`src/rtl/sync_fifo_flex.sv`:
```
// ---------------------------------------------------------------------------
// sync_fifo_flex
//   Single-clock FIFO for buffering between pipeline stages in one clock
//   domain. Any DEPTH >= 2 is supported, including non-powers of two.
//   The block provides a fill level, almost-full and almost-empty thresholds,
//   and either a standard read or a first-word-fall-through (FWFT) read.
//
// Parameters
//   DATA_WIDTH  word width in bits
//   DEPTH       storage words (>= 2, any integer)
//   AF_LEVEL    almost_full  = (level >= AF_LEVEL), 1..DEPTH
//   AE_LEVEL    almost_empty = (level <= AE_LEVEL), 0..DEPTH-1
//   FWFT        0 = standard read (1-cycle latency), 1 = first-word-fall-through
//
// Ports
//   clk           in   clock, all logic on posedge
//   rst_n         in   synchronous reset, active low
//   w_en/w_data   in   write request and data (accepted iff w_en && !w_full)
//   w_full        out  level == DEPTH
//   almost_full   out  level >= AF_LEVEL
//   r_en          in   read request, pops the head word in FWFT mode
//                      (accepted iff r_en && !r_empty)
//   r_data        out  registered read data
//   r_empty       out  no word readable
//   almost_empty  out  level <= AE_LEVEL
//   level         out  words held, including the FWFT output register
//
// Handshake: a request is accepted on a rising edge where the request is
//   high and the opposing flag (w_full / r_empty) is low at that edge.
//   Requests that are not accepted are dropped. They have no side effect
//   beyond the optional sticky error flags.
//
// Optional feature, macro SYNC_FIFO_FLEX_ERR_FLAGS_EN:
//   overflow_err   out  sticky, set on w_en && w_full
//   underflow_err  out  sticky, set on r_en && r_empty
//   Both flags are cleared only by reset.
// ---------------------------------------------------------------------------
module sync_fifo_flex #(
  parameter int DATA_WIDTH = 8,
  parameter int DEPTH      = 16,
  parameter int AF_LEVEL   = 12,
  parameter int AE_LEVEL   = 2,
  parameter int FWFT       = 0
) (
  input  logic                       clk,
  input  logic                       rst_n,
  input  logic                       w_en,
  input  logic [DATA_WIDTH-1:0]      w_data,
  output logic                       w_full,
  output logic                       almost_full,
  input  logic                       r_en,
  output logic [DATA_WIDTH-1:0]      r_data,
  output logic                       r_empty,
  output logic                       almost_empty,
`ifdef SYNC_FIFO_FLEX_ERR_FLAGS_EN
  output logic                       overflow_err,
  output logic                       underflow_err,
`endif
  output logic [$clog2(DEPTH+1)-1:0] level
);

  localparam int PW = $clog2(DEPTH);
  localparam int LW = $clog2(DEPTH + 1);
  localparam bit IS_FWFT = (FWFT != 0);
  localparam logic [PW-1:0] PTR_LAST = PW'(DEPTH - 1);
  localparam logic [LW-1:0] LVL_FULL = LW'(DEPTH);
  localparam logic [LW-1:0] LVL_AF   = LW'(AF_LEVEL);
  localparam logic [LW-1:0] LVL_AE   = LW'(AE_LEVEL);
  localparam logic [LW-1:0] LVL_ONE  = LW'(1);

  logic [DATA_WIDTH-1:0] mem [DEPTH];
  logic [PW-1:0]         wr_ptr;
  logic [PW-1:0]         rd_ptr;
  logic [LW-1:0]         level_q;
  logic [LW-1:0]         level_nxt;

  logic wr_ok;
  logic rd_ok;
  logic mem_rd;
  logic mem_wr;
  logic bypass;
  logic load;
  logic mem_has;

  assign wr_ok = w_en && !w_full;
  assign rd_ok = r_en && !r_empty;
  assign level = level_q;

  // In FWFT mode the output register always holds the head word whenever
  // level > 0. Storage therefore holds level-1 words.
  assign mem_has = (level_q > LVL_ONE);
  assign load    = (level_q == '0) || rd_ok;

  always_comb begin
    mem_rd = 1'b0;
    mem_wr = 1'b0;
    bypass = 1'b0;
    if (IS_FWFT) begin
      if (load) begin
        if (mem_has) begin
          mem_rd = 1'b1;
        end else if (wr_ok) begin
          // Storage is empty, so the incoming word goes straight to the
          // output register and is never written to memory.
          bypass = 1'b1;
        end
      end
      mem_wr = wr_ok && !bypass;
    end else begin
      mem_rd = rd_ok;
      mem_wr = wr_ok;
    end
  end

  always_comb begin
    level_nxt = level_q;
    unique case ({wr_ok, rd_ok})
      2'b10:   level_nxt = level_q + LVL_ONE;
      2'b01:   level_nxt = level_q - LVL_ONE;
      default: level_nxt = level_q;
    endcase
  end

  // The storage array has no reset. Its contents are only meaningful below
  // the level register, and reset clears the level register.
  always_ff @(posedge clk) begin
    if (mem_wr) begin
      mem[wr_ptr] <= w_data;
    end
  end

  // The flags are registered from the next level. They change in the same
  // cycle as level, and each one comes straight from a flop, so they cannot
  // glitch.
  always_ff @(posedge clk) begin
    if (!rst_n) begin
      wr_ptr       <= '0;
      rd_ptr       <= '0;
      level_q      <= '0;
      r_data       <= '0;
      r_empty      <= 1'b1;
      w_full       <= 1'b0;
      almost_empty <= 1'b1;
      almost_full  <= 1'b0;
    end else begin
      if (mem_wr) begin
        wr_ptr <= (wr_ptr == PTR_LAST) ? '0 : wr_ptr + 1'b1;
      end
      if (mem_rd) begin
        rd_ptr <= (rd_ptr == PTR_LAST) ? '0 : rd_ptr + 1'b1;
        r_data <= mem[rd_ptr];
      end else if (bypass) begin
        r_data <= w_data;
      end
      level_q      <= level_nxt;
      r_empty      <= (level_nxt == '0);
      w_full       <= (level_nxt == LVL_FULL);
      almost_empty <= (level_nxt <= LVL_AE);
      almost_full  <= (level_nxt >= LVL_AF);
    end
  end

`ifdef SYNC_FIFO_FLEX_ERR_FLAGS_EN
  always_ff @(posedge clk) begin
    if (!rst_n) begin
      overflow_err  <= 1'b0;
      underflow_err <= 1'b0;
    end else begin
      if (w_en && w_full) overflow_err <= 1'b1;
      if (r_en && r_empty) underflow_err <= 1'b1;
    end
  end
`endif

endmodule
```
`config.mk`:
```
export PLATFORM = sky130hd
export DESIGN_NAME = sync_fifo_flex
export DESIGN_NICKNAME = d
export VERILOG_FILES = /design/src/rtl/sync_fifo_flex.sv
export SDC_FILE = /design/constraint.sdc
export NUM_CORES = 1
export LEC_CHECK = 0
export ABC_AREA = 1
export CORE_AREA = 2 2 121 123
export DETAILED_ROUTE_END_ITERATION = 16
export DIE_AREA = 0 0 123 125
export GPL_ROUTABILITY_DRIVEN = 1
export SLEW_MARGIN = 10
export SYNTH_ARGS = -nofsm -noshare
export SYNTH_HDL_FRONTEND = slang
export SYNTH_SLANG_ARGS = --single-unit
export TNS_END_PERCENT = 20
```
`constraint.sdc`:
```
create_clock -name clk -period 2.2 [get_ports clk]
set_input_delay 0.44 -clock clk [delete_from_list [all_inputs] [get_ports clk]]
set_output_delay 0.44 -clock clk [all_outputs]
set_load 0.05 [all_outputs]
```
## After elaboration in Yosys (flattened, before gate mapping)

Memories as Yosys holds them, arrays and structs flattened. A register that Yosys moved wholly into a read port is not among the register bits.
Index checks and enable logic that the tools add are counted.

| operators by class | value |
|---|---|
| add/subtract/negate cells | 4 |
| eq/ne operators | 5 |
| multiplexer cells | 5 |
| reduce and logical (&&, ||, !) cells | 6 |
| order comparisons | 2 |

Operators with widths:

| kind | number |
|---|---|
| $pmux 5 s2 | 1 |
| $add 4x1->4 const B | 2 |
| $eq 4x4->1 const B | 2 |
| $mux 4 | 2 |
| $add 5x1->5 const B | 1 |
| $eq 5x5->1 const B | 1 |
| $ge 5x4->1 const B | 1 |
| $le 5x2->1 const B | 1 |
| $logic_not 5->1 | 1 |
| $sub 5x1->5 const B | 1 |
| $logic_not 1->1 | 3 |
| $eq 2x1->1 const B | 1 |
| $eq 2x2->1 const B | 1 |
| $logic_and 1x1->1 | 2 |
| $mux 1 | 2 |

| word-level totals | value |
|---|---|
| memories | 1 |
| logic and storage cells | 30 |
| RAM bits | 128 |
| input port bits | 12 |
| register bits after elaboration | 17 |
| output and inout bits | 17 |

Memory list:

| name | depth | width | read ports | clocked after memory_dff | write ports | line | text |
|---|---|---|---|---|---|---|---|
| mem | 16 | 8 | 1 | 1 | 1 | 71 | `logic [DATA_WIDTH-1:0] mem [DEPTH];` |

## Logic depth before layout (Yosys ltp)

| logic depth | value |
|---|---|
| depth after elaboration | 5 |
| gate-level depth with buffers | 16 |
| mapped depth without buffers | 16 |

## Worst setup path after synthesis

OpenSTA, ideal clock, no wires.

| path | value |
|---|---|
| kind | flip-flop to flip-flop |
| start | register r_empty |
| end | register r_empty |
| data arrival time | 2166 ps |
| cell stages (with the launch flop) | 11 |
| setup slack | -35 ps |
| data required time | 2131 ps |
| path through | dfxtp_1 nor2_4 buf_2 buf_2 ha_1 buf_2 o21ai_0 nand2_1 nor2_1 nand3_1 o21ai_1 |

| between the ends | value |
|---|---|
| word-level cells in the longest chain between the ends | 5 |
| elaborated cells between the ends (all ways) | 6 |
| those cells by class | eq/ne (2); mux (1); reduce/logical (3) |

RTL lines:

| element | line | text |
|---|---|---|
| start: declaration | 53 | `output logic r_empty,` |
| start signal: assignment | 156 | `r_empty <= (level_nxt == '0);` |
| $logic_not 1->1 (*) | 86 | `assign rd_ok = r_en && !r_empty;` |
| $logic_and 1x1->1 (*) | 86 |  |
| $eq 2x1->1 or $eq 2x2->1 (tied branches) | 117 | `unique case ({wr_ok, rd_ok})` |
| $pmux 5 s2 (*) | 117 |  |
| $logic_not 5->1 (*) | 156 |  |

Mark *: on every way between the ends. The rest lies on a longest branch, timed or not.
A chain may end at the register's enable or synchronous reset.

## Worst setup path in the final report

| path | value |
|---|---|
| start | register level_q[1] (netlist: level[1]) |
| end | output level[1] |

RTL lines:

| element | line | text |
|---|---|---|
| start: declaration | 74 | `logic [LW-1:0] level_q;` |
| start signal: assignment | 155 | `level_q <= level_nxt;` |
| end: declaration | 59 | `output logic [$clog2(DEPTH+1)-1:0] level` |

No word-level cell between the ends.

==> out/qor.yml <==
cts_tree: "yes"
synth.area.top_cells: "edfxtp_1, dfxtp_1, o21ai_0, nor2_1, nand2_1"
root_buffer: "clkbuf_16"
clock.fmax_mhz: 475.4
vias_per_cell: 5.366
synth-warning-count: 0
area_delta_synth_final_pct: 19.67
cp-end-kind: "output pin"
layout-drive-gt1-share_pct: 13.04
dp.cells: 758
powerDensity_mw_per_mm2: 1006
fin_setup_tns_ps: 0
num_vias: 4239
path_class: "register to output pin"
dpl_worst_slack_ps: -145.0
clkSinkCount: 153
finalCriticalPeriod_ps: 2103
initial_core_util_pct: 44.11
status: "completed"
cts.path.max_buffers: 2
syn_area_per_cell_um2: 11.64
cp_top_family: "buffers and inverters"
rsz0062_at_grt: "no"
switching_share_pct: 27.34
finalHoldViolCount: 0
combinationalPowerShare_pct: 18.7
pwr-share-clk_pct: 37.1
max_cap_viol_count: 0
synth.distinct_cells: 31
final_antenna_net_count: 0
grt_max_degree: 42
htree_levels: 4
critical_path_buf_inv_count: 1
placed_area_mm2: 0.006928
grt_pass1_wl_um: 22170
worst_slew_pin_slew_ps: 724.9
syn_inst: 538
clock_latency_ps: 420
die-area_mm2: 0.01538
port_buffers: 28
p_switching_mw: 2.062
synth_most_common_cell: "edfxtp_1"
p_leak_nw: 2.663
cp-start-kind: "register"
synth_top_area_share_pct: 61.35
synthesis.nets: 557
num_rows: 44
dieHeight_um: 125
crit_arrival_ps: 1660
cts_buffers: 17
max_slew_margin_pct: 51.52
r2r_setup_slack_ps: 460
critPathRequiredTime_ps: 1760
crit_chain: "clkdlybuf4s50_1"
post_drt_wl_per_cell_um: 18.06
internal_power_mw: 5.479
core_mm2: 0.01420
setup_viol: 0
yosysSeqAreaShare_pct: 69.34
antenna_found_initial: 0
seq_power_share_pct: 44.2
io-pin-count: 29
ys_async_sr_fraction_pct: 0
slew_violations: 0
synth_common_cells: "edfxtp_1, nor2_1, o21ai_0, nand2_1"
final_cells: 790
setup_slack_ps: 96.57
grt.overflow.total: 0
synth_edf_count: 128
dpl.hpwl_um: 9038
drcViolationCount: 0
hold_buffers: 0
nets: 612
syn_area_mm2: 0.006265
skew_ps: 5.576
ys_ff_latch: 153
fin_total_pwr_mw: 7.541
critPathMaxFanout: 4
hp-class: "register to register"
max_stage_delay_ps: 840
grt_use_total_pct: 19.86
final_area_mm2: 0.007497
peakVddDrop_uv: 613.6
num_antenna_cells: 0
path_clk_slew_ps: 60
grt_pass1_vias: 4025
min_period_over_period_pct: 95.61
drt-total-wl_um: 14270
drt_iter0_drc: 274
ys.flop_type: "edfxtp_1"
die_w_um: 123
drt_first_pass_iters: 5
gp_congestion: 0.8502
yosysTopAreaCell: "edfxtp_1"
slowest_stage: "clkdlybuf4s50_1"
==> logic make-up after synthesis <==
kind of cell | after synthesis | share of synthesized area, %
simple gates | 189 | 13.10
flops | 153 | 69.34
compound gates | 133 | 11.98
buf+inv | 53 | 3.754
fa+ha+maj | 7 | 1.398
xor+xnor | 3 | 0.4195
==> placed cells by master (no fill, tap or decap), drive strengths merged, types with 7 or more instances in the layout <==
master / synthesis / routed
edfxtp: 128 / 128
nor2: 90 / 90
o21ai: 77 / 77
nand2: 67 / 67
buf: 17 / 35
clkdlybuf4s50: 0 / 27
inv: 25 / 25
dfxtp: 25 / 25
nand3: 25 / 25
a21oi: 22 / 22
clkbuf: 10 / 19
o22ai: 18 / 18
o221ai: 12 / 12
clkinv: 1 / 11
ha: 7 / 7
==> routing by layer <==
layer	global-route usage [%]	part of all wire (%)	up-vias
met5	0	0	-
met4	9.693	3.2	0
met3	5.064	6.1	31
met2	30.65	48	143
met1	26.11	43	2030
li1	-	-	2035
==> worst paths after layout <==
check | start | to | cells after the start
worst max-delay path | level[1] | level[1] | 1
worst min-delay path | r_data[0] | r_data[0] | 2
worst max register to register | r_empty | r_empty | 13
worst min register to register | r_data[0] | r_data[0] | 2
==> registers in the layout, summed over array words and instances (netlist names) <==
| name | count |
|---|---|
| w_full | 1 |
| almost_full | 1 |
| wr_ptr | 4 |
| almost_empty | 1 |
| r_empty | 1 |
| mem | 128 |
| rd_ptr | 4 |
| level | 5 |
| r_data | 8 |
==> layout make-up <==
type	count	area (um^2)
Tap cell	184	230.2
Sequential cell	153	4347
Clock buffer	19	432.9
Inverter	26	97.59
Fill cell	1227	6706
Clock inverter	13	133.9
Multi-Input combinational cell	332	1685
Timing Repair Buffer	63	570.5
==> through the flow <==
step | util, % | hold WS (ps)
after floorplan | - | 489.4
after global placement | 48.78 | 513.7
after detailed placement | 48.78 | 532.0
after CTS | 52.77 | 547.3
after global routing | 52.78 | 571.1
final | 52.78 | 545.2
==> worst register-to-register path, delay by kind of cell, from the launching register on <==
family / cells / cell delay [ps]
fa+ha+maj: 1 / 180
buf+inv: 1 / 50
compound gates: 1 / 140
flops: 1 / 330
simple gates: 10 / 970
==> power groups by stage <==
stage                     Combinational (mW)  Sequential (mW)  Clock (mW)
final                                   1.41             3.33        2.80
after global routing                    1.54             3.35        2.96
after CTS                               1.41             3.33        2.83
after detailed placement                1.40             3.39           0
after global placement                  1.40             3.39           0
after floorplan                        0.684             3.61           0
==> repair_timing <==
item	4_1_cts	5_1_grt
gates resized for setup	0	1
setup buffers	0	0
setup endpoints to repair	0	1
Power figures use the tool's default switching activity.
